$ cat config.mk
export PLATFORM = sky130hd
export DESIGN_NAME = mem_access_seq
export DESIGN_NICKNAME = d
export VERILOG_FILES = /design/src/rtl/mem_access_seq.sv
export SDC_FILE = /design/constraint.sdc
export NUM_CORES = 1
export LEC_CHECK = 0
export BUFFER_PORTS_ARGS = -buffer_cell sky130_fd_sc_hd__buf_4
export CAP_MARGIN = 20
export CELL_PAD_IN_SITES_DETAIL_PLACEMENT = 0
export CELL_PAD_IN_SITES_GLOBAL_PLACEMENT = 2
export CORE_UTILIZATION = 24
export DETAILED_ROUTE_END_ITERATION = 10
export PLACE_DENSITY = 0.85
export SYNTH_ARGS = -nofsm -noshare
export SYNTH_HDL_FRONTEND = slang
export SYNTH_SLANG_ARGS = --single-unit
$ cat constraint.sdc
create_clock -name clk -period 1.4 [get_ports clk]
set_input_delay 0.35 -clock clk [delete_from_list [all_inputs] [get_ports clk]]
set_output_delay 0.35 -clock clk [all_outputs]
set_load 0.1 [all_outputs]
$ cat src/rtl/mem_access_seq.sv
// Memory-access sequencer: turns one control-unit read/write request into a
// MOV/MFC handshake with the RAM, with alignment checking and a wait timeout.
module mem_access_seq #(
  parameter int TIMEOUT = 15,
  parameter int CNT_W   = 4
) (
  input  logic        clk,
  input  logic        rst_n,
  input  logic        req,
  input  logic        rw,
  input  logic [1:0]  size,
  input  logic [31:0] addr,
  input  logic [31:0] wdata,
  output logic        busy,
  output logic        done,
  output logic        err,
  output logic [31:0] rdata,
  output logic        mem_mov,
  output logic        mem_rw,
  output logic [1:0]  mem_size,
  output logic [31:0] mem_addr,
  output logic [31:0] mem_wdata,
  input  logic [31:0] mem_rdata,
  input  logic        mfc
);

  // state    | meaning
  // IDLE     | waiting for req; request fields latched on acceptance
  // SETUP    | address/size/rw presented to RAM, mem_mov still low
  // ACCESS   | mem_mov high, waiting for mfc or timeout
  // DONE_OK  | done pulse, err=0
  // DONE_ERR | done pulse, err=1 (illegal request or timeout)
  typedef enum logic [2:0] {
    IDLE     = 3'd0,
    SETUP    = 3'd1,
    ACCESS   = 3'd2,
    DONE_OK  = 3'd3,
    DONE_ERR = 3'd4
  } state_t;

  localparam logic [CNT_W-1:0] CNT_LAST = CNT_W'(TIMEOUT - 1);

  state_t           state_q, state_d;
  logic [CNT_W-1:0] cnt_q, cnt_d;
  logic [31:0]      rdata_d;
  logic             mem_rw_d;
  logic [1:0]       mem_size_d;
  logic [31:0]      mem_addr_d;
  logic [31:0]      mem_wdata_d;
  logic             illegal;
  logic [31:0]      wdata_masked;
  logic [31:0]      rdata_ext;

  always_comb begin
    illegal = 1'b0;
    case (size)
      2'b01:   illegal = addr[0];
      2'b10:   illegal = (addr[1:0] != 2'b00);
      2'b11:   illegal = 1'b1;
      default: illegal = 1'b0;
    endcase
  end

  always_comb begin
    wdata_masked = wdata;
    case (size)
      2'b00:   wdata_masked = {24'h0, wdata[7:0]};
      2'b01:   wdata_masked = {16'h0, wdata[15:0]};
      default: wdata_masked = wdata;
    endcase
  end

  // Extension follows the latched size, since size may change after acceptance.
  always_comb begin
    rdata_ext = mem_rdata;
    case (mem_size)
      2'b00:   rdata_ext = {24'h0, mem_rdata[7:0]};
      2'b01:   rdata_ext = {16'h0, mem_rdata[15:0]};
      default: rdata_ext = mem_rdata;
    endcase
  end

  always_comb begin
    state_d     = state_q;
    cnt_d       = cnt_q;
    rdata_d     = rdata;
    mem_rw_d    = mem_rw;
    mem_size_d  = mem_size;
    mem_addr_d  = mem_addr;
    mem_wdata_d = mem_wdata;
    case (state_q)
      IDLE: begin
        if (req) begin
          mem_rw_d    = rw;
          mem_size_d  = size;
          mem_addr_d  = addr;
          mem_wdata_d = wdata_masked;
          state_d     = illegal ? DONE_ERR : SETUP;
        end
      end
      SETUP: begin
        cnt_d   = '0;
        state_d = ACCESS;
      end
      ACCESS: begin
        cnt_d = cnt_q + 1'b1;
        if (mfc) begin
          if (mem_rw) rdata_d = rdata_ext;
          state_d = DONE_OK;
        end else if (cnt_q == CNT_LAST) begin
          state_d = DONE_ERR;
        end
      end
      DONE_OK:  state_d = IDLE;
      DONE_ERR: state_d = IDLE;
      default:  state_d = IDLE;
    endcase
  end

  always_ff @(posedge clk) begin
    if (!rst_n) begin
      state_q   <= IDLE;
      cnt_q     <= '0;
      busy      <= 1'b0;
      done      <= 1'b0;
      err       <= 1'b0;
      mem_mov   <= 1'b0;
      mem_rw    <= 1'b0;
      mem_size  <= 2'b00;
      mem_addr  <= 32'h0;
      mem_wdata <= 32'h0;
      rdata     <= 32'h0;
    end else begin
      state_q   <= state_d;
      cnt_q     <= cnt_d;
      busy      <= (state_d != IDLE);
      done      <= (state_d == DONE_OK) || (state_d == DONE_ERR);
      err       <= (state_d == DONE_ERR);
      mem_mov   <= (state_d == ACCESS);
      mem_rw    <= mem_rw_d;
      mem_size  <= mem_size_d;
      mem_addr  <= mem_addr_d;
      mem_wdata <= mem_wdata_d;
      rdata     <= rdata_d;
    end
  end

endmodule

# Yosys cells after proc, flatten, opt, wreduce, memory -nomap -nowiden
# Cells that the tools add are included.
dict set report op_classes {
  n_shift 0
  reduce_logical 9
  mul 0
  n_bitwise 0
  eq_ne 10
  n_div 0
  order_cmp 0
  addsub 1
  mux 9
}
# cell n
set ops {}
lappend ops {{32-bit case mux with 2 select lines} 2}
lappend ops {{3-bit 2-to-1 mux} 4}
lappend ops {{3-bit by 2-bit == test with 1-bit output, second input constant} 3}
lappend ops {{3-bit case mux with 3 select lines} 1}
lappend ops {{4-bit case mux with 2 select lines} 1}
lappend ops {{4-bit by 1-bit adder with 4-bit output, second input constant} 1}
lappend ops {{2-bit by 1-bit == test with 1-bit output, second input constant} 2}
lappend ops {{2-bit == test, second input constant} 2}
lappend ops {{4-bit == test, second input constant} 1}
lappend ops {{2-bit zero test} 2}
lappend ops {{2-bit nonzero test} 2}
lappend ops {{3-bit by 1-bit == test with 1-bit output, second input constant} 1}
lappend ops {{3-bit == test, second input constant} 1}
lappend ops {{3-bit zero test} 1}
lappend ops {{1-bit case mux with 3 select lines} 1}
lappend ops {{3-bit AND reduction} 1}
lappend ops {{3-bit nonzero test} 1}
lappend ops {{2-bit AND reduction} 1}
lappend ops {{1-bit logical OR} 1}
dict set report totals {
  latch_bits 0
  inputBits 103
  word_cells 40
  regBits 110
  rom_bits 0
  mem_bits_rw 0
  output_inout_bits 103
  n_memories 0
}

# Depth between registers and ports, before layout
dict set report depth {
  depth_word 7
  depth_mapped 7
  ltp_nobuf 6
}

# Worst setup path after synthesis
# OpenSTA, ideal clock, no wires.
dict set report synth_path {
  kind {register -> register}
  startpoint {reg mem_size[1]}
  endpoint {reg rdata[10]}
  setup_time_ns 0.070
  setup_slack_ns -0.482
  stages_incl_launch_ff 6
  n_path_buf 2
  arrival_time_ns 1.812
  synth_period_minus_slack_ns 1.882
  required_time_ns 1.330
  path_cell_list {dfxtp_1 -> clkbuf_1 -> or2_2 -> buf_1 -> nand3_1 -> a21oi_1}
}
dict set report synth_between {
  elab_chain_len 2
  elab_cells_between_ends 3
  cone_classes {1 x eq/ne; 1 x mux; 1 x reduce/logical}
}
# item line
set synth_rtl {}
lappend synth_rtl {{start, declared} 20} ;# output logic [1:0] mem_size,
lappend synth_rtl {{start signal, assigned} 141} ;# mem_size <= mem_size_d;
lappend synth_rtl {{2-bit by 1-bit == test with 1-bit output / 2-bit zero test (equally long branches)} 76} ;# case (mem_size)
lappend synth_rtl {{32-bit case mux with 2 select lines *} 76}
lappend synth_rtl {{end signal, assigned} 144} ;# rdata <= rdata_d;
lappend synth_rtl {{end, declared} 17} ;# output logic [31:0] rdata,
# Mark *: on every way between the ends. The rest lies on a longest branch, timed or not.
# A chain may end at the register's enable or synchronous reset.

# Final worst setup path
dict set report layout_path {
  startpoint {reg rdata[18]}
  endpoint {out rdata[18]}
}
# No word-level cell between the ends.

==> results.sh <==
export IMPL_grt_max_degree=56
export IMPL_synthesis_area_per_instance_um2=8.054
export IMPL_slew_headroom_pct=76.78
export IMPL_setup_tns_ns=0
export IMPL_ys_seq_elements=110
export IMPL_fin_crit_ns=1.353
export IMPL_grt_ovfl_total=0
export IMPL_num_vias=4176
export IMPL_start_util_pct=24.58
export IMPL_seq_area_frac_synth_pct=53.82
export IMPL_cp_max_fo=2
export IMPL_holdWs_ns=0.2373
export IMPL_p_per_area_nw_per_um2=1288
export IMPL_htree_levels=3
export IMPL_cp_data_arrival_time_ns=1.00
export IMPL_yosysUniqueCellTypes=34
export IMPL_ir_drop_mv=0.5633
export IMPL_total_power_w=0.008203
export IMPL_crit_chain="buf_4"
export IMPL_ys_warn_count=0
export IMPL_required_ns=1.05
export IMPL_clkSlewWorstSetupHoldPaths_ns=0.08
export IMPL_finClkSkew_ns=0.007853
export IMPL_post_place_ws_ns=0.02829
export IMPL_fp_row_count=47
export IMPL_ys_flop_type="dfxtp_1"
export IMPL_netlist_area_um2=4091
export IMPL_worst_pin_slew_ns=0.3484
export IMPL_worst_path_largest_cell_delay_ns=0.36
export IMPL_tritoncts="yes"
export IMPL_startpoint_type="flop"
export IMPL_cts_sinks=110
export IMPL_crit_path_top_delay_cell="dfxtp_1"
export IMPL_yosysMostFrequentCell="nand2_1"
export IMPL_syn2layout_area_growth_pct=55.69
export IMPL_crit_buf_inv=1
export IMPL_hold_buffers=0
export IMPL_drcViolationCount=0
export IMPL_async_flop_share_pct=0
export IMPL_gp_congestion=0.7701
export IMPL_grt_pass1_vias=4024
export IMPL_postRouteAntennaNets=0
export IMPL_cts_root_buf="clkbuf_16"
export IMPL_max_cap_violations=0
export IMPL_hp_class="input pin to flop"
export IMPL_synthTopCellsByCount="nand2_1, dfxtp_1, a21oi_1, nand3_1, clkbuf_1"
export IMPL_worstSetupEndpointType="output port"
export IMPL_grt_usage_pct=14.36
export IMPL_core_um2=16640
export IMPL_setup_ws_ns=0.04736
export IMPL_syn_instance_count=508
export IMPL_setup_viol=0
export IMPL_drtIter0Drc=130
export IMPL_viasPerCell=4.485
export IMPL_hpwl_mm=9.031
export IMPL_io_pins=206
export IMPL_synth_nets=613
export IMPL_drive_gt1_share_pct=37.27
export IMPL_path_class="flop to output port"
export IMPL_dr_pass1_iters=4
export IMPL_wire_per_inst_um=14.10
export IMPL_ys_top_cells_by_area="dfxtp_1, nand2_1, a21oi_1"
export IMPL_cts_buffer_depth=2
export IMPL_synth_edf_count=0
export IMPL_antenna_found_initial=0
export IMPL_worstSkewPairLatency_ns=0.35
export IMPL_leakagePower_nw=2.695
export IMPL_fin_crit_sh_pct=96.62
export IMPL_hold_viol_final=0
export IMPL_io_buffers=205
export IMPL_worst_path_dominant_cell_family="flip-flops"
export IMPL_die_y_um=132.6
export IMPL_n_antenna_cell=0
export IMPL_synth_largest_area_cell="dfxtp_1"
export IMPL_finalWirelength_mm=13.13
export IMPL_fill_cells=1728
export IMPL_numCtsBuffers=9
export IMPL_status="finished, final reports clean"
export IMPL_grt_pass1_wl_mm=20.12
export IMPL_die_w_um=132.6
export IMPL_slew_viol_final=0
export IMPL_synth_top_area_share_pct=53.82
export IMPL_fmax_mhz=739.3
export IMPL_dieArea_um2=17570
export IMPL_fin_nets=811
## final timing paths
kind,end,cells after the start,start,slack (ns)
setup / recovery,rdata[18],1,rdata[18],0.05
hold / removal,mem_addr[12],3,addr[12],0.24
setup reg to reg,mem_wdata[20],6,state_q[1],0.07
hold reg to reg,mem_wdata[25],2,mem_wdata[25],0.45
## worst reg2reg max path: stages (launching register included)
cell      delay [ns]
dfxtp_2         0.34
nand2b_4        0.16
nor3_4          0.16
buf_4           0.15
buf_12          0.18
nand3_1         0.12
a21oi_2         0.15
## repair_timing
item | 4_1_cts | 5_1_grt
setup buffers | 0 | 3
setup endpoints to repair | 1 | 34
gates resized for setup | 2 | 17
pin swaps | 0 | 3
gates cloned | 0 | 2
## area by class of cell
cell class / instances / area, um^2 / area share [%]
Clock buffer: 9 / 225.2 / 3.536
Inverter: 4 / 16.27 / 0.2554
Tap cell: 220 / 275.3 / 4.321
Sequential cell: 110 / 2216 / 34.79
Timing Repair Buffer: 228 / 1874 / 29.42
Clock inverter: 7 / 78.83 / 1.237
Multi-Input combinational cell: 353 / 1684 / 26.44
## metal layers
| layer | track usage (%) | share of wire (%) | vias up |
|---|---|---|---|
| li1 | - | - | 2085 |
| met1 | 17.62 | 44 | 1928 |
| met2 | 23.22 | 47 | 152 |
| met3 | 4.866 | 8.2 | 11 |
| met4 | 5.364 | 1.4 | 0 |
| met5 | 0 | 0 | - |
## where the power goes
group	switching [W]	internal [W]
Sequential	0.0000906	0.00328
Clock	0.00126	0.00142
Combinational	0.00154	0.000610
Total	0.00290	0.00531
## flip-flops by register name, indices dropped and copies added, names as in the netlist
| name | count |
|---|---|
| mem_mov | 1 |
| mem_wdata | 32 |
| state_q | 3 |
| busy | 1 |
| mem_rw | 1 |
| mem_size | 2 |
| rdata | 32 |
| err | 1 |
| done | 1 |
| mem_addr | 32 |
| cnt_q | 4 |
## logic make-up after synthesis
kind of cell | after synthesis | share of synthesized area, %
AND/OR/NAND/NOR | 231 | 24.31
AO/OA/AOI/OAI | 119 | 15.23
flip-flops | 110 | 53.82
buffers and inverters | 45 | 5.749
adder cells (fa/ha/maj) | 2 | 0.6115
multiplexers | 1 | 0.2752
## metrics by stage
step	instances	util, %	cell area (um^2)
after detailed placement	910	35.65	5933
after global placement	910	35.65	5933
after floorplan	508	-	4101
after CTS	926	37.52	6245
after global routing	931	38.28	6370
final	931	38.28	6370
## placed cells by master (no fill, tap or decap), drive strengths merged, types with 2 or more instances in the layout
cell / count
a21oi: 107
and2: 2
buf: 226
clkbuf: 11
clkinv: 3
dfxtp: 110
ha: 2
inv: 7
nand2: 156
nand2b: 4
nand3: 50
nor2: 6
nor2b: 2
nor3: 5
o21ai: 2
o221ai: 2
o22ai: 2
or2: 2
Power figures use the tool's default switching activity.
